[config.mk]
export PLATFORM = sky130hd
export DESIGN_NAME = hazard_stall_controller_flat
export DESIGN_NICKNAME = d
export VERILOG_FILES = /design/src/rtl/hazard_stall_controller_if.sv /design/src/rtl/hazard_stall_controller.sv /design/src/flat_wrapper.sv
export SDC_FILE = /design/constraint.sdc
export NUM_CORES = 1
export LEC_CHECK = 0
export CAP_MARGIN = 20
export CORE_MARGIN = 10
export CORE_UTILIZATION = 51
export CTS_CLUSTER_DIAMETER = 60
export DETAILED_ROUTE_END_ITERATION = 10
export GPL_TIMING_DRIVEN = 0
export HOLD_SLACK_MARGIN = 0.06
export PLACE_DENSITY = 0.95
export SLEW_MARGIN = 5
export SYNTH_ARGS = -nofsm -noshare
export SYNTH_HDL_FRONTEND = slang
export SYNTH_SLANG_ARGS = --single-unit
[constraint.sdc]
create_clock -name clk -period 3.04 [get_ports clk]
set_input_delay 0.456 -clock clk [delete_from_list [all_inputs] [get_ports clk]]
set_output_delay 0.456 -clock clk [all_outputs]
set_load 0.01 [all_outputs]
[src/rtl/hazard_stall_controller_if.sv]
// Handshake bundle between the 5-stage pipeline datapath and the hazard/stall controller.
// The pipeline side uses the master modport; the controller uses the slave modport.
interface hazard_stall_controller_if #(
    parameter int CNT_W = 32
);
    logic [4:0]       rs1_id;
    logic [4:0]       rs2_id;
    logic             useRs1Id;
    logic             useRs2Id;
    logic [4:0]       rd_ex;
    logic             memReadEx;
    logic             branchTakenEx;
    logic             divStartEx;
    logic             divDone;
    logic             memReqMem;
    logic             memAckMem;
    logic             stallPc;
    logic             stallIfId;
    logic             stallIdEx;
    logic             stallExMem;
    logic             flushIfId;
    logic             flushIdEx;
    logic             flushExMem;
    logic             flushMemWb;
    logic             divGo;
    logic             memTimeout;
    logic [CNT_W-1:0] stallCycles;

    modport master (
        output rs1_id, rs2_id, useRs1Id, useRs2Id, rd_ex, memReadEx, branchTakenEx,
               divStartEx, divDone, memReqMem, memAckMem,
        input  stallPc, stallIfId, stallIdEx, stallExMem, flushIfId, flushIdEx,
               flushExMem, flushMemWb, divGo, memTimeout, stallCycles
    );

    modport slave (
        input  rs1_id, rs2_id, useRs1Id, useRs2Id, rd_ex, memReadEx, branchTakenEx,
               divStartEx, divDone, memReqMem, memAckMem,
        output stallPc, stallIfId, stallIdEx, stallExMem, flushIfId, flushIdEx,
               flushExMem, flushMemWb, divGo, memTimeout, stallCycles
    );
endinterface

[src/rtl/hazard_stall_controller.sv]
// Pipeline sequencing controller: load-use bubbles, branch flushes, multi-cycle memory
// wait with timeout, iterative divider sequencing and a saturating stall-cycle counter.
module hazard_stall_controller #(
    parameter int MEM_TIMEOUT = 16,
    parameter int CNT_W       = 32
) (
    input  logic                     clk,
    input  logic                     rst_n,
    hazard_stall_controller_if.slave hs
);
    localparam int WCNT_W = $clog2(MEM_TIMEOUT + 1);

    typedef enum logic [1:0] {
        RUN      = 2'd0,
        MEM_BUSY = 2'd1,
        DIV_BUSY = 2'd2
    } state_e;

    state_e             state_q, state_d;
    logic [WCNT_W-1:0]  wait_cnt_q, wait_cnt_d;
    logic [CNT_W-1:0]   stall_cycles_q, stall_cycles_d;

    logic mem_wait_s, load_use_s, run_evt_s;
    logic stall_pc_s, stall_if_id_s, stall_id_ex_s, stall_ex_mem_s;
    logic flush_if_id_s, flush_id_ex_s, flush_ex_mem_s, flush_mem_wb_s;
    logic div_go_s, mem_timeout_s;

    // Next-state and stall/flush decode, highest-priority event first
    always_comb begin
        state_d        = state_q;
        wait_cnt_d     = wait_cnt_q;
        run_evt_s      = 1'b0;
        stall_pc_s     = 1'b0;
        stall_if_id_s  = 1'b0;
        stall_id_ex_s  = 1'b0;
        stall_ex_mem_s = 1'b0;
        flush_if_id_s  = 1'b0;
        flush_id_ex_s  = 1'b0;
        flush_ex_mem_s = 1'b0;
        flush_mem_wb_s = 1'b0;
        div_go_s       = 1'b0;
        mem_timeout_s  = 1'b0;

        mem_wait_s = hs.memReqMem & ~hs.memAckMem;
        load_use_s = hs.memReadEx & (hs.rd_ex != 5'd0) &
                     ((hs.useRs1Id & (hs.rs1_id == hs.rd_ex)) |
                      (hs.useRs2Id & (hs.rs2_id == hs.rd_ex)));

        case (state_q)
            DIV_BUSY: begin
                if (hs.divDone) begin
                    state_d = RUN;
                end else begin
                    stall_pc_s     = 1'b1;
                    stall_if_id_s  = 1'b1;
                    stall_id_ex_s  = 1'b1;
                    flush_ex_mem_s = 1'b1;
                end
            end
            MEM_BUSY: begin
                if (!mem_wait_s) begin
                    // Access completed: the pipeline advances and sees this cycle's hazards
                    state_d    = RUN;
                    wait_cnt_d = {WCNT_W{1'b0}};
                    run_evt_s  = 1'b1;
                end else if (wait_cnt_q == WCNT_W'(MEM_TIMEOUT - 1)) begin
                    mem_timeout_s = 1'b1;
                    state_d       = RUN;
                    wait_cnt_d    = {WCNT_W{1'b0}};
                end else begin
                    stall_pc_s     = 1'b1;
                    stall_if_id_s  = 1'b1;
                    stall_id_ex_s  = 1'b1;
                    stall_ex_mem_s = 1'b1;
                    flush_mem_wb_s = 1'b1;
                    wait_cnt_d     = wait_cnt_q + {{(WCNT_W-1){1'b0}}, 1'b1};
                end
            end
            RUN: begin
                if (mem_wait_s) begin
                    stall_pc_s     = 1'b1;
                    stall_if_id_s  = 1'b1;
                    stall_id_ex_s  = 1'b1;
                    stall_ex_mem_s = 1'b1;
                    flush_mem_wb_s = 1'b1;
                    state_d        = MEM_BUSY;
                    wait_cnt_d     = {{(WCNT_W-1){1'b0}}, 1'b1};
                end else begin
                    run_evt_s = 1'b1;
                end
            end
            default: begin
                state_d    = RUN;
                wait_cnt_d = {WCNT_W{1'b0}};
            end
        endcase

        if (run_evt_s) begin
            if (hs.branchTakenEx) begin
                flush_if_id_s = 1'b1;
                flush_id_ex_s = 1'b1;
            end else if (hs.divStartEx) begin
                div_go_s       = 1'b1;
                stall_pc_s     = 1'b1;
                stall_if_id_s  = 1'b1;
                stall_id_ex_s  = 1'b1;
                flush_ex_mem_s = 1'b1;
                state_d        = DIV_BUSY;
            end else if (load_use_s) begin
                stall_pc_s    = 1'b1;
                stall_if_id_s = 1'b1;
                flush_id_ex_s = 1'b1;
            end else begin
                state_d = state_d;
            end
        end else begin
            run_evt_s = 1'b0;
        end

        if (stall_pc_s && (stall_cycles_q != {CNT_W{1'b1}})) begin
            stall_cycles_d = stall_cycles_q + {{(CNT_W-1){1'b0}}, 1'b1};
        end else begin
            stall_cycles_d = stall_cycles_q;
        end
    end

    // FSM state, wait counter and performance counter
    always_ff @(posedge clk or negedge rst_n) begin
        if (!rst_n) begin
            state_q        <= RUN;
            wait_cnt_q     <= {WCNT_W{1'b0}};
            stall_cycles_q <= {CNT_W{1'b0}};
        end else begin
            state_q        <= state_d;
            wait_cnt_q     <= wait_cnt_d;
            stall_cycles_q <= stall_cycles_d;
        end
    end

    // Controls are forced quiet while reset is held, independent of inputs
    assign hs.stallPc     = stall_pc_s     & rst_n;
    assign hs.stallIfId   = stall_if_id_s  & rst_n;
    assign hs.stallIdEx   = stall_id_ex_s  & rst_n;
    assign hs.stallExMem  = stall_ex_mem_s & rst_n;
    assign hs.flushIfId   = flush_if_id_s  & rst_n;
    assign hs.flushIdEx   = flush_id_ex_s  & rst_n;
    assign hs.flushExMem  = flush_ex_mem_s & rst_n;
    assign hs.flushMemWb  = flush_mem_wb_s & rst_n;
    assign hs.divGo       = div_go_s       & rst_n;
    assign hs.memTimeout  = mem_timeout_s  & rst_n;
    assign hs.stallCycles = stall_cycles_q;
endmodule

[src/flat_wrapper.sv]
// flat-port wrapper written by rule: the top's interface ports become plain ports
module hazard_stall_controller_flat 
#(
    parameter int MEM_TIMEOUT = 16,
    parameter int CNT_W       = 32
)
  (clk, rst_n, hs_rs1_id, hs_rs2_id, hs_useRs1Id, hs_useRs2Id, hs_rd_ex, hs_memReadEx, hs_branchTakenEx, hs_divStartEx, hs_divDone, hs_memReqMem, hs_memAckMem, hs_stallPc, hs_stallIfId, hs_stallIdEx, hs_stallExMem, hs_flushIfId, hs_flushIdEx, hs_flushExMem, hs_flushMemWb, hs_divGo, hs_memTimeout, hs_stallCycles);
  hazard_stall_controller_if #(.CNT_W(CNT_W)) hs_i ();
  input  logic clk;
  input  logic rst_n;
  input wire logic [$bits(hs_i.rs1_id)-1:0] hs_rs1_id;
  input wire logic [$bits(hs_i.rs2_id)-1:0] hs_rs2_id;
  input wire logic [$bits(hs_i.useRs1Id)-1:0] hs_useRs1Id;
  input wire logic [$bits(hs_i.useRs2Id)-1:0] hs_useRs2Id;
  input wire logic [$bits(hs_i.rd_ex)-1:0] hs_rd_ex;
  input wire logic [$bits(hs_i.memReadEx)-1:0] hs_memReadEx;
  input wire logic [$bits(hs_i.branchTakenEx)-1:0] hs_branchTakenEx;
  input wire logic [$bits(hs_i.divStartEx)-1:0] hs_divStartEx;
  input wire logic [$bits(hs_i.divDone)-1:0] hs_divDone;
  input wire logic [$bits(hs_i.memReqMem)-1:0] hs_memReqMem;
  input wire logic [$bits(hs_i.memAckMem)-1:0] hs_memAckMem;
  output wire logic [$bits(hs_i.stallPc)-1:0] hs_stallPc;
  output wire logic [$bits(hs_i.stallIfId)-1:0] hs_stallIfId;
  output wire logic [$bits(hs_i.stallIdEx)-1:0] hs_stallIdEx;
  output wire logic [$bits(hs_i.stallExMem)-1:0] hs_stallExMem;
  output wire logic [$bits(hs_i.flushIfId)-1:0] hs_flushIfId;
  output wire logic [$bits(hs_i.flushIdEx)-1:0] hs_flushIdEx;
  output wire logic [$bits(hs_i.flushExMem)-1:0] hs_flushExMem;
  output wire logic [$bits(hs_i.flushMemWb)-1:0] hs_flushMemWb;
  output wire logic [$bits(hs_i.divGo)-1:0] hs_divGo;
  output wire logic [$bits(hs_i.memTimeout)-1:0] hs_memTimeout;
  output wire logic [$bits(hs_i.stallCycles)-1:0] hs_stallCycles;
  assign hs_i.rs1_id = hs_rs1_id;
  assign hs_i.rs2_id = hs_rs2_id;
  assign hs_i.useRs1Id = hs_useRs1Id;
  assign hs_i.useRs2Id = hs_useRs2Id;
  assign hs_i.rd_ex = hs_rd_ex;
  assign hs_i.memReadEx = hs_memReadEx;
  assign hs_i.branchTakenEx = hs_branchTakenEx;
  assign hs_i.divStartEx = hs_divStartEx;
  assign hs_i.divDone = hs_divDone;
  assign hs_i.memReqMem = hs_memReqMem;
  assign hs_i.memAckMem = hs_memAckMem;
  assign hs_stallPc = hs_i.stallPc;
  assign hs_stallIfId = hs_i.stallIfId;
  assign hs_stallIdEx = hs_i.stallIdEx;
  assign hs_stallExMem = hs_i.stallExMem;
  assign hs_flushIfId = hs_i.flushIfId;
  assign hs_flushIdEx = hs_i.flushIdEx;
  assign hs_flushExMem = hs_i.flushExMem;
  assign hs_flushMemWb = hs_i.flushMemWb;
  assign hs_divGo = hs_i.divGo;
  assign hs_memTimeout = hs_i.memTimeout;
  assign hs_stallCycles = hs_i.stallCycles;
  hazard_stall_controller #(.MEM_TIMEOUT(MEM_TIMEOUT), .CNT_W(CNT_W)) u_core (.clk(clk), .rst_n(rst_n), .hs(hs_i));
endmodule
## Word level (Yosys, flattened, before mapping)

Index checks and enable logic that the tools add are counted.

| cells by class | value |
|---|---|
| add/subtract/negate cells | 2 |
| eq/ne operators | 7 |
| multiplexer cells | 43 |
| bitwise operators | 16 |
| reductions and logical operators | 5 |

Operator list:

| kind | count |
|---|---|
| 32-bit by 1-bit adder with 32-bit output (second input constant) | 1 |
| 32-bit != test (second input constant) | 1 |
| 1-bit 2-to-1 mux | 29 |
| 5-bit 2-to-1 mux | 3 |
| 5-bit one-hot mux with 3 select lines | 1 |
| 2-bit 2-to-1 mux | 7 |
| 1-bit AND | 13 |
| 5-bit == test | 2 |
| 2-bit one-hot mux with 3 select lines | 1 |
| 5-bit by 1-bit adder with 5-bit output (second input constant) | 1 |
| 5-bit by 4-bit == test with 1-bit output (second input constant) | 1 |
| 5-bit nonzero test | 1 |
| 1-bit one-hot mux with 3 select lines | 1 |
| 2-bit by 1-bit == test with 1-bit output (second input constant) | 1 |
| 2-bit == test (second input constant) | 1 |
| 2-bit zero test | 1 |
| 2-bit by 1-bit != test with 1-bit output (second input constant) | 1 |
| 1-bit inverter | 2 |
| 1-bit one-hot mux with 2 select lines | 1 |
| 2-bit AND reduction | 1 |
| 2-bit OR reduction | 1 |
| 1-bit logical AND | 1 |
| 1-bit OR | 1 |

| storage, ports and cells | value |
|---|---|
| register bits after elaboration | 39 |
| input bits | 25 |
| output and inout bits | 42 |
| logic and storage cells | 76 |

## Depth between registers and ports, before layout

Gate-level depths: netlist of run 1.

| logic depth | value |
|---|---|
| depth after elaboration | 9 |
| gate-level depth with buffers | 9 |
| depth with buffers taken out | 7 |

## Worst setup path after synthesis of run 1

Ideal clock, no wire load.

| path | value |
|---|---|
| path type | in2out |
| start point | input hs_rd_ex[0] |
| end point | output hs_stallPc |
| data arrival time | 1922 ps |
| required time | 2584 ps |
| slack | 662 ps |
| stages on the path | 7 |
| buffers on the path | 2 |
| cell sequence | or4_1 o21a_1 and2_4 a21boi_4 buf_2 nor2b_1 buf_4 |

| between the ends | value |
|---|---|
| longest elaborated chain between the ends | 9 |
| elaborated cells on any way between the ends | 13 |
| those cells by class | eq/ne (2); mux (4); bitwise (6); reduce/logical (1) |

Ends and longest elaborated chain:

| what | RTL line | source |
|---|---|---|
| start, declared | flat_wrapper.sv:15 | `input wire logic [$bits(hs_i.rd_ex)-1:0] hs_rd_ex;` |
| 5-bit == test (on tied branches) | hazard_stall_controller.sv:46, hazard_stall_controller.sv:47 |  |
| 1-bit AND (on tied branches) | hazard_stall_controller.sv:46, hazard_stall_controller.sv:47 |  |
| 1-bit OR | hazard_stall_controller.sv:46 | `((hs.useRs1Id & (hs.rs1_id == hs.rd_ex)) \|` |
| 1-bit AND (*) | hazard_stall_controller.sv:45 | `load_use_s = hs.memReadEx & (hs.rd_ex != 5'd0) &` |
| 1-bit 2-to-1 mux (*) (4 in series) | n/a |  |
| 1-bit AND (*) | n/a |  |
| end, declared | flat_wrapper.sv:22 | `output wire logic [$bits(hs_i.stallPc)-1:0] hs_stallPc;` |

Mark *: on every way between the ends. The rest lies on a longest branch, timed or not.

## Worst setup path in the final report of run 1

| path | value |
|---|---|
| start point | input hs_rd_ex[2] |
| end point | output hs_stallPc |

| between the ends | value |
|---|---|
| longest elaborated chain between the ends | 9 |
| elaborated cells on any way between the ends | 13 |
| those cells by class | eq/ne (2); mux (4); bitwise (6); reduce/logical (1) |

Ends and longest elaborated chain:

| what | RTL line | source |
|---|---|---|
| 5-bit == test (on tied branches) | hazard_stall_controller.sv:46, hazard_stall_controller.sv:47 |  |
| 1-bit AND (on tied branches) | hazard_stall_controller.sv:46, hazard_stall_controller.sv:47 |  |
| 1-bit OR | hazard_stall_controller.sv:46 |  |
| 1-bit AND (*) | hazard_stall_controller.sv:45 |  |
| 1-bit 2-to-1 mux (*) | hazard_stall_controller.sv:109 | `end else if (load_use_s) begin` |
| 1-bit 2-to-1 mux (*) | hazard_stall_controller.sv:102 | `end else if (hs.divStartEx) begin` |
| 1-bit 2-to-1 mux (*) | hazard_stall_controller.sv:99 | `if (hs.branchTakenEx) begin` |
| 1-bit 2-to-1 mux (*) | hazard_stall_controller.sv:98 | `if (run_evt_s) begin` |
| 1-bit AND (*) | hazard_stall_controller.sv:141 | `assign hs.stallPc = stall_pc_s & rst_n;` |

Marks and branches as above.

==> run summary, run 1 <==
TritonCTS clock tree = built
Mapped Cells = 226
Final Cycle Share = 0.978
First-pass GRT wire length = 10000 um
Row cnt = 24
Element type at the critical path end = output pin
EDFF count, synth = 0
Post-synth top flop = dfrtp_1
Clock Sinks = 39
DR WL/cell = 17.0 um
Routed wire length = 6060 um
Placer Congestion = 0.852
Status = completed
Mean Syn Cell Area = 9.93 um2
Port Buffers = 66
Routed vias = 1986
Final net count = 331
Fin. Hold Viols = 0
Core area = 4290 um2
CP arrival = 2.52 ns
Least-Margin Pin Slew = 0.432 ns
WP data required = 2.58 ns
Startpoint Class = input pin
Num CTS Buffers = 5
Critical path class = input pin to output pin
Fin util = 0.726
Detail Placement HPWL = 4520 um
Initial core utilization = 0.523
HP Start = u_core.hs.stallCycles[18]
Top-Level Pins = 67
Worst Path Max Fanout = 4
Clk Latency, worst-skew pair = 0.30 ns
DR iter-0 viols = 141
Internal reg-to-reg setup slack = 0.58 ns
Worst hold slack = 0.489 ns
Total power per unit cell area = 471 nW/um2
Initial antenna violation count = 0
Leak = 1.38 nW
Largest buffer count on any clock path = 2
Worst Clk Skew = 0.00571 ns
Syn. warnings = 0
Post-Syn Nets = 253
Clk root buf = clkbuf_8
Hold EP = u_core.hs.stallCycles[18]
Largest net degree at the start of global routing = 44
Worst-path clk slew = 0.07 ns
DRT antenna net count = 0
Setup Slack @ Placement = -0.414 ns
Post-route design area = 3120 um2
Final Setup Violations = 0
Post-route minimum period = 2.97 ns
Register area share after synthesis = 0.435
GRT Total Usage = 0.166
Drt pass-1 iters = 4
Reg-to-Reg End = u_core.hs.stallCycles[26]
Fin. max-slew vios = 0
Area after DPL = 2990 um2
Chip height = 86.3 um
Async SR Flop Fraction = 1.00
Cell area after synthesis = 2240 um2
Worst hold stages = 1
Highest Clock Rate = 336 MHz
Antenna cells = 0
Vias in the first global route = 1967
Final Worst Setup Slack = 0.0659 ns
Max-cap violations = 0
Cell variety after synth = 42
Worst min path class = register to register
Layout area overhead = 39.0%
#FFs+latches synth = 39
Via density = 5.56
Worst r2r src = u_core.hs.stallCycles[7]
Chip width = 86.3 um
Die Area = 7450 um2
DRC viols = 0
Layout cells sized above 1 = 0.0951
Max VDD drop = 0.000373 V
Worst r2r path cells = 9
# H-tree levels = 2
Grt total ovfl = 0
Relative slew slack = 0.712
RSZ-0062 raised after global routing = no
## worst max-delay path, stage by stage
cell and delay (ns):
clkdlybuf4s50_1 0.47, or4_1 0.51, o21a_1 0.20, and2_4 0.16
a21boi_4 0.16, buf_6 0.13, nor2b_1 0.04, buf_4 0.12
dlygate4sd2_1 0.27
## registers in the layout, indices dropped and copies added, names as in the netlist
register               count
u_core.state_q             2
u_core.wait_cnt_q          5
u_core.hs.stallCycles     32
## cells by family after synthesis
group / count (synthesis) / synth area share
buffers and inverters: 13 / 0.0379
DFF: 39 / 0.435
AOI/OAI and AO/OA: 15 / 0.0485
and+or+nand+nor: 114 / 0.293
adders and majority gates: 2 / 0.0111
muxes: 4 / 0.0223
xor gates and xnor gates: 39 / 0.152
## what timing repair did
action	in CTS	in global routing
endpoints found under the hold margin	1	0
pin swaps	1	0
resized for setup	6	0
setup buffers	1	2
setup endpoints to repair	2	1
hold buffers	1	0
## cells in the final DEF (no fill, tap or decap), types with 3 or more instances in the layout
cell type / synthesis / layout
nor4b_1: 3 / 3
nor3_1: 17 / 17
nor2b_1: 3 / 3
xnor2_1: 12 / 12
dlygate4sd2_1: 0 / 4
inv_1: 4 / 4
and4_1: 3 / 3
clkbuf_8: 0 / 7
clkdlybuf4s50_1: 0 / 61
nand2_1: 18 / 18
dfrtp_1: 39 / 39
or3_1: 3 / 3
o21ai_0: 5 / 5
nor4_1: 9 / 9
buf_6: 3 / 4
nor2_1: 11 / 11
nand3_1: 13 / 13
buf_4: 3 / 6
nand4_1: 12 / 12
and3_1: 5 / 5
xor2_1: 27 / 27
and2_1: 4 / 4
## synth_stat cells (4+ instances only)
cell,count,area (um2)
and3_1,5,31.3
o21ai_0,5,25.0
inv_1,4,15.0
xor2_1,27,236
xnor2_1,12,105
nand4_1,12,75.1
nor3_1,17,85.1
nor4_1,9,56.3
and2_1,4,25.0
nand3_1,13,65.1
dfrtp_1,39,976
nand2_1,18,67.6
nor2_1,11,41.3
## worst max-delay path by stage
stage                            from       endpoint  depth (start not counted)
after floorplan           hs_rd_ex[0]     hs_stallPc                          7
after global placement          rst_n  hs_stallExMem                          4
after detailed placement  hs_rd_ex[0]     hs_stallPc                          9
after CTS                 hs_rd_ex[2]     hs_stallPc                          9
after global routing      hs_rd_ex[2]     hs_stallPc                          9
final                     hs_rd_ex[2]     hs_stallPc                          9
## routing by layer
metal  global-route usage  wire (um)  vias to the layer above
met5                    0          0                        -
met4               0.0589         95                        0
met3               0.0629        480                       10
met2                0.270       2920                       77
met1                0.194       2570                      936
li1                     -          -                      963
## layout make-up
| cell class | count | area (um2) |
|---|---|---|
| Multi-Input combinational cell | 174 | 1180 |
| Fill cell | 323 | 1170 |
| Sequential cell | 39 | 976 |
| Timing Repair Buffer | 71 | 703 |
| Clock buffer | 8 | 100 |
| Buffer | 9 | 76.3 |
| Tap cell | 52 | 65.1 |
| Inverter | 4 | 15.0 |
## power breakdown
group          total, W  internal, W  switching, W
registers      0.000673     0.000584     0.0000885
clock network  0.000387     0.000207      0.000180
logic          0.000410     0.000237      0.000173
## stage by stage
step	total power, W	instances	setup TNS (ns)
floorplan	0.000854	226	0
global placement	0.00107	344	-5.78
detailed placement	0.00108	345	-0.719
CTS	0.00147	355	0
global route	0.00155	357	0
finish	0.00147	357	0
(Power assumes the default switching activity.)
==> run 2, diff against run 1 <==
--- a/config.mk
+++ b/config.mk
@@ -7,12 +7,12 @@
 export LEC_CHECK = 0
 export CAP_MARGIN = 20
 export CORE_MARGIN = 10
-export CORE_UTILIZATION = 51
+export CORE_UTILIZATION = 47
 export CTS_CLUSTER_DIAMETER = 60
 export DETAILED_ROUTE_END_ITERATION = 10
 export GPL_TIMING_DRIVEN = 0
 export HOLD_SLACK_MARGIN = 0.06
-export PLACE_DENSITY = 0.95
+export PLACE_DENSITY = 0.9
 export SLEW_MARGIN = 5
 export SYNTH_ARGS = -nofsm -noshare
 export SYNTH_HDL_FRONTEND = slang
==> constraint.sdc (replaced) <==
create_clock -name clk -period 3.3 [get_ports clk]
set_input_delay 0.495 -clock clk [delete_from_list [all_inputs] [get_ports clk]]
set_output_delay 0.495 -clock clk [all_outputs]
set_load 0.01 [all_outputs]
==> run 2 against run 1 <==
Clock power fell by 19%. Sequential share of layout area rose by 0.24 points. Sequential cell count did not move. Sequential power fell by 8.0%. Die area rose by 6.5%. Critical endpoint unchanged.
==> run summary, run 2 (same netlist as run 1, synthesis figures left out) <==
Drt pass-1 iters = 5 (+1)
Fillers = 401 (+24%)
Port Buffers = 66 (unchanged)
Worst min path class = input pin to asynchronous set/reset pin
Grt total ovfl = 0 (unchanged)
Commonest non-fill, non-tap cell in the layout = clkdlybuf4s50_1
Highest Clock Rate = 318 MHz
Worst hold slack = 0.156 ns (-0.333 ns)
Worst Clk Skew = 0.00345 ns (-0.00226 ns)
Clock Sinks = 39 (unchanged)
GRT Total Usage = 0.159 (-0.00684)
First-pass GRT wire length = 10000 um (+0.27%)
Status = completed
Leak = 1.37 nW (-0.58%)
Final Worst Setup Slack = 0.152 ns (+0.0858 ns)
DRT antenna net count = 0 (unchanged)
Routed wire length = 6090 um (+0.48%)
Most frequent cells in the layout = 62 x clkdlybuf4s50_1, 39 x dfrtp_1, 27 x xor2_1
RSZ-0062 raised after global routing = no
Detail Placement HPWL = 4710 um (+4.2%)
CP arrival = 2.65 ns (+0.13 ns)
Worst-path clk slew = 0.07 ns (about the same)
Worst Path Max Fanout = 10 (+6)
Largest net degree at the start of global routing = 26 (-41%)
Clk root buf = clkbuf_8
Die Area = 7940 um2 (+6.5%)
Fin. Hold Viols = 0 (unchanged)
WP data required = 2.80 ns (+0.22 ns)
Vias in the first global route = 2090 (+6.3%)
Critical Path, Cell by Cell = clkdlybuf4s50_1, or4_1, o21a_1, and2_4, a21boi_4, buf_6, nor2b_1, buf_4, dlygate4sd2_1
Layout cells sized above 1 = 0.0894 (-0.00568)
Setup TNS Final = 0 ns (unchanged)
# H-tree levels = 2 (unchanged)
Final net count = 328 (-0.91%)
Element type at the critical path end = output pin
Critical path class = input pin to output pin
Fin. max-slew vios = 0 (unchanged)
Final Setup Violations = 0 (unchanged)
Slowest stage delay, CP = 0.54 ns (+0.03 ns)
Inst Count DP = 347 (+0.58%)
DRC viols = 0 (unchanged)
Num CTS Buffers = 5 (unchanged)
Chip height = 89.1 um (+3.2%)
Clk Latency, worst-skew pair = 0.29 ns (about the same)
Antenna cells = 0 (unchanged)
Row cnt = 25 (+4.2%)
Core area = 4660 um2 (+8.5%)
Worst Path Buf+Inv = 4 (unchanged)
Post-route minimum period = 3.15 ns
Total power per unit cell area = 422 nW/um2 (-10%)
DR iter-0 viols = 122 (-13%)
Max reg flops = 32 (unchanged)
Routed vias = 2011 (+1.3%)
Setup Slack @ Placement = -0.265 ns (+0.149 ns)
Least-Margin Pin Slew = 0.488 ns (+0.0565 ns)
Top-Level Pins = 67 (unchanged)
Relative slew slack = 0.675 (-0.0377)
Initial core utilization = 0.482 (-0.0411)
Worst path slowest cell = or4_1
Power Total = 0.00131 W (-11%)
Startpoint Class = input pin
Placer Congestion = 0.887 (+4.2%)
DR WL/cell = 17.1 um (+0.76%)
Cell family with the largest share of critical-path delay = buffers and inverters
Max-cap violations = 0 (unchanged)
Layout area overhead = 37.9%
Largest buffer count on any clock path = 2 (unchanged)
Max VDD drop = 0.000277 V (-26%)
Initial antenna violation count = 0 (unchanged)
Post-layout instance count excluding filler cells = 356 (-0.28%)
TritonCTS clock tree = built
Chip width = 89.1 um (+3.2%)
Via density = 5.65 (+1.5%)
Final Cycle Share = 0.954
-- run 2: final cells by class --
class                   count  area [um2]  share of cell area
plain buffers               9        76.3              0.0247
clock buffers               7        76.3              0.0247
clock inverters             1        5.00             0.00162
inverters                   4        15.0             0.00485
multi-input cells         174        1190               0.384
flip-flops and latches     39         976               0.315
well taps                  54        67.6              0.0218
repair buffers             68         691               0.223
-- run 2: worst reg2reg max path: cells and delay by family (launching register included) --
family,cells,cell delay [ns]
XOR/XNOR,1,0.15
buffers and inverters,3,0.76
flip-flops,1,0.35
AND/OR/NAND/NOR,5,1.07
-- run 2: worst paths after layout --
kind                                           start                        end  slack [ns]  cells past startpoint
max                                      hs_rd_ex[3]                 hs_stallPc        0.15                      9
min                                            rst_n       u_core.wait_cnt_q[4]        0.16                      1
max reg2reg                 u_core.hs.stallCycles[7]  u_core.hs.stallCycles[18]        0.85                      9
min reg2reg                u_core.hs.stallCycles[28]  u_core.hs.stallCycles[28]        0.49                      1
max in group asynchronous                      rst_n   u_core.hs.stallCycles[7]        2.66                      2
min in group clk           u_core.hs.stallCycles[28]  u_core.hs.stallCycles[28]        0.49                      1
-- run 2: per-stage QoR --
| step | area (um2) | utilization |
|---|---|---|
| 6_report | 3100 | 0.664 |
| 3_5_place_dp | 3000 | 0.643 |
| 3_3_place_gp | 2970 | 0.638 |
| 5_1_grt | 3100 | 0.664 |
| 2_1_floorplan | 2240 | - |
| 4_1_cts | 3090 | 0.663 |
-- run 2: per-layer routing --
metal | vias to the layer above | wire (um) | share of wire | global-route usage
met5 | - | 0 | 0 | 0
met4 | 0 | 117 | 0.019 | 0.0607
met3 | 9 | 549 | 0.090 | 0.0538
met2 | 76 | 2820 | 0.46 | 0.268
met1 | 961 | 2600 | 0.43 | 0.182
li1 | 965 | - | - | -
-- run 2: power breakdown --
| group | internal, W | total [W] | switching (W) | leakage, nW |
|---|---|---|---|---|
| registers | 0.000538 | 0.000619 | 0.0000809 | 0.504 |
| logic | 0.000215 | 0.000376 | 0.000161 | 0.823 |
| clock network | 0.000148 | 0.000312 | 0.000163 | 0.0422 |
-- run 2: timing repair --
action | in CTS | in global routing
hold buffers | 0 | 0
gates resized for setup | 4 | 2
setup buffers | 1 | 0
endpoints found under the setup margin | 2 | 1
pin swaps | 1 | 0
==> run 3, diff against run 2 <==
--- a/config.mk
+++ b/config.mk
@@ -6,6 +6,7 @@
 export NUM_CORES = 1
 export LEC_CHECK = 0
 export CAP_MARGIN = 20
+export CORE_ASPECT_RATIO = 0.75
 export CORE_MARGIN = 10
 export CORE_UTILIZATION = 47
 export CTS_CLUSTER_DIAMETER = 60
==> run 3 against run 2 <==
Sequential cell count unchanged. Count of clock-buffer cells in the layout decreased by 1. Global-route usage about the same. Worst hold slack got worse by 0.048 ns. Worst setup slack improved by 0.011 ns. Fmax increased by 0.35%. Final cell count increased by 0.56%. Register-to-register slack about the same. Sequential share of layout area decreased by 0.14 points. Critical path type unchanged.
==> run summary, run 3 (same netlist as run 1, synthesis figures left out) <==
Fin util = 0.684 (+0.0198)
Status = completed
Routed wire length = 6360 um (+4.4%)
Highest Clock Rate = 319 MHz (+0.35%)
Psw = 0.000411 W (+1.6%)
Worst Path Max Fanout = 10 (unchanged)
Placer Congestion = 0.826 (-6.9%)
Max reg flops = 32 (unchanged)
DR iter-0 viols = 174 (+43%)
Clk Latency, worst-skew pair = 0.30 ns (about the same)
Largest net degree at the start of global routing = 33 (+27%)
Clock Sinks = 39 (unchanged)
Worst min path class = input pin to asynchronous set/reset pin
Clk root buf = clkbuf_8
Max VDD drop = 0.000402 V (+45%)
Layout cells sized above 1 = 0.0963 (+0.00694)
Num CTS Buffers = 5 (unchanged)
TritonCTS clock tree = built
Most frequent cells in the layout = 61 x clkdlybuf4s50_1, 39 x dfrtp_1, 27 x xor2_1
Final Worst Setup Slack = 0.163 ns (+0.0111 ns)
Die Area = 7970 um2 (+0.37%)
Commonest non-fill, non-tap cell in the layout = clkdlybuf4s50_1
Worst r2r path cells = 9 (unchanged)
DRT antenna net count = 0 (unchanged)
Row cnt = 21 (-16%)
WP data required = 2.80 ns (about the same)
Post-route minimum period = 3.14 ns (-0.0111 ns)
CP arrival = 2.64 ns (about the same)
Detail Placement HPWL = 4820 um (+2.4%)
Clk pwr share = 0.247 (+0.008)
Least-Margin Pin Slew = 0.439 ns (-0.0496 ns)
DRC viols = 0 (unchanged)
Total power per unit cell area = 427 nW/um2 (+1.3%)
RSZ-0062 raised after global routing = no
DR WL/cell = 17.8 um (+3.9%)
Element type at the critical path end = output pin
Port Buffers = 66 (unchanged)
Startpoint Class = input pin
Core area = 4550 um2 (-2.5%)
Worst Clk Skew = 0.00503 ns (+0.00157 ns)
Top-Level Pins = 67 (unchanged)
Leak = 1.37 nW (-0.22%)
Fin. max-slew vios = 0 (unchanged)
Largest buffer count on any clock path = 2 (unchanged)
Initial core utilization = 0.494 (+0.0122)
# H-tree levels = 2 (unchanged)
Final Setup Violations = 0 (unchanged)
Final net count = 328 (unchanged)
Max-cap violations = 0 (unchanged)
Logic gate share of total power = 0.286 (-0.002)
Chip height = 79.9 um (-10%)
Setup TNS Final = 0 ns (unchanged)
First-pass GRT wire length = 10300 um (+2.4%)
Power Total = 0.00133 W (+1.7%)
Sequential power share = 0.467 (-0.007)
Fin. Hold Viols = 0 (unchanged)
Vias in the first global route = 2054 (-1.7%)
Chip width = 99.8 um (+12%)
Fraction of power spent switching nets = 0.310 (-0.000368)
Initial antenna violation count = 0 (unchanged)
Worst hold slack = 0.108 ns (-0.0478 ns)
Layout area overhead = 38.5%
Internal power = 0.000918 W (+1.8%)
Final Cycle Share = 0.951 (-0.00337)
Grt total ovfl = 0 (unchanged)
Critical path class = input pin to output pin
Via density = 5.75 (+1.8%)
Worst-path clk slew = 0.07 ns (about the same)
Relative slew slack = 0.708 (+0.0331)
Drt pass-1 iters = 4 (-1)
GRT Total Usage = 0.160 (+0.000439)
# hold bufs at CTS = 0 (unchanged)
Antenna cells = 0 (unchanged)
Routed vias = 2059 (+2.4%)
Setup Slack @ Placement = -0.247 ns (+0.0177 ns)
run 3: repair_timing:
action / CTS / global route
setup buffers: 1 / 0
resized for setup: 5 / 4
endpoints found under the setup margin: 2 / 2
endpoints found under the hold margin: 0 / 0
pin swaps: 1 / 0
run 3: worst max-delay path, stage by stage:
cell and delay [ns]:
clkdlybuf4s50_1 0.47, nor3b_4 0.32, o21bai_1 0.15, a22oi_1 0.10, a21boi_4 0.16, buf_6 0.15, nor2b_1 0.14, buf_4 0.12
clkdlybuf4s50_1 0.54
run 3: final cells by class:
type                    instances  area, um2
plain buffers                   9       76.3
repair buffers                 68        682
well taps                      57       71.3
multi-input cells             174       1200
clock inverters                 1       5.00
inverters                       4       15.0
clock buffers                   6       82.6
flip-flops and latches         39        976
fillers                       368       1440
run 3: stage by stage:
stage | area (um2) | cells
floorplan | 2240 | 226
global placement | 2980 | 349
detailed placement | 2990 | 350
CTS | 3090 | 358
global route | 3110 | 358
finish | 3110 | 358
run 3: final timing paths:
kind | start | endpoint | slack [ns]
min reg2reg | u_core.wait_cnt_q[4] | u_core.wait_cnt_q[4] | 0.49
max | hs_memAckMem | hs_stallPc | 0.16
max reg2reg | u_core.hs.stallCycles[7] | u_core.hs.stallCycles[17] | 0.84
min in group clk | u_core.wait_cnt_q[4] | u_core.wait_cnt_q[4] | 0.49
max in group asynchronous | rst_n | u_core.hs.stallCycles[30] | 2.72
min | rst_n | u_core.hs.stallCycles[0] | 0.11
run 3: power groups by stage:
stage | sequential [W] | clock [W] | combinational [W]
detailed placement | 0.000627 | 0 | 0.000376
floorplan | 0.000641 | 0 | 0.000146
global route | 0.000634 | 0.000353 | 0.000413
CTS | 0.000621 | 0.000336 | 0.000383
global placement | 0.000625 | 0 | 0.000366
finish | 0.000621 | 0.000328 | 0.000380
run 3: layer usage:
| layer | wire length [um] | track usage |
|---|---|---|
| met1 | 2910 | 0.208 |
| met2 | 2880 | 0.243 |
| met3 | 492 | 0.0588 |
| met4 | 75 | 0.0429 |
| met5 | 0 | 0 |
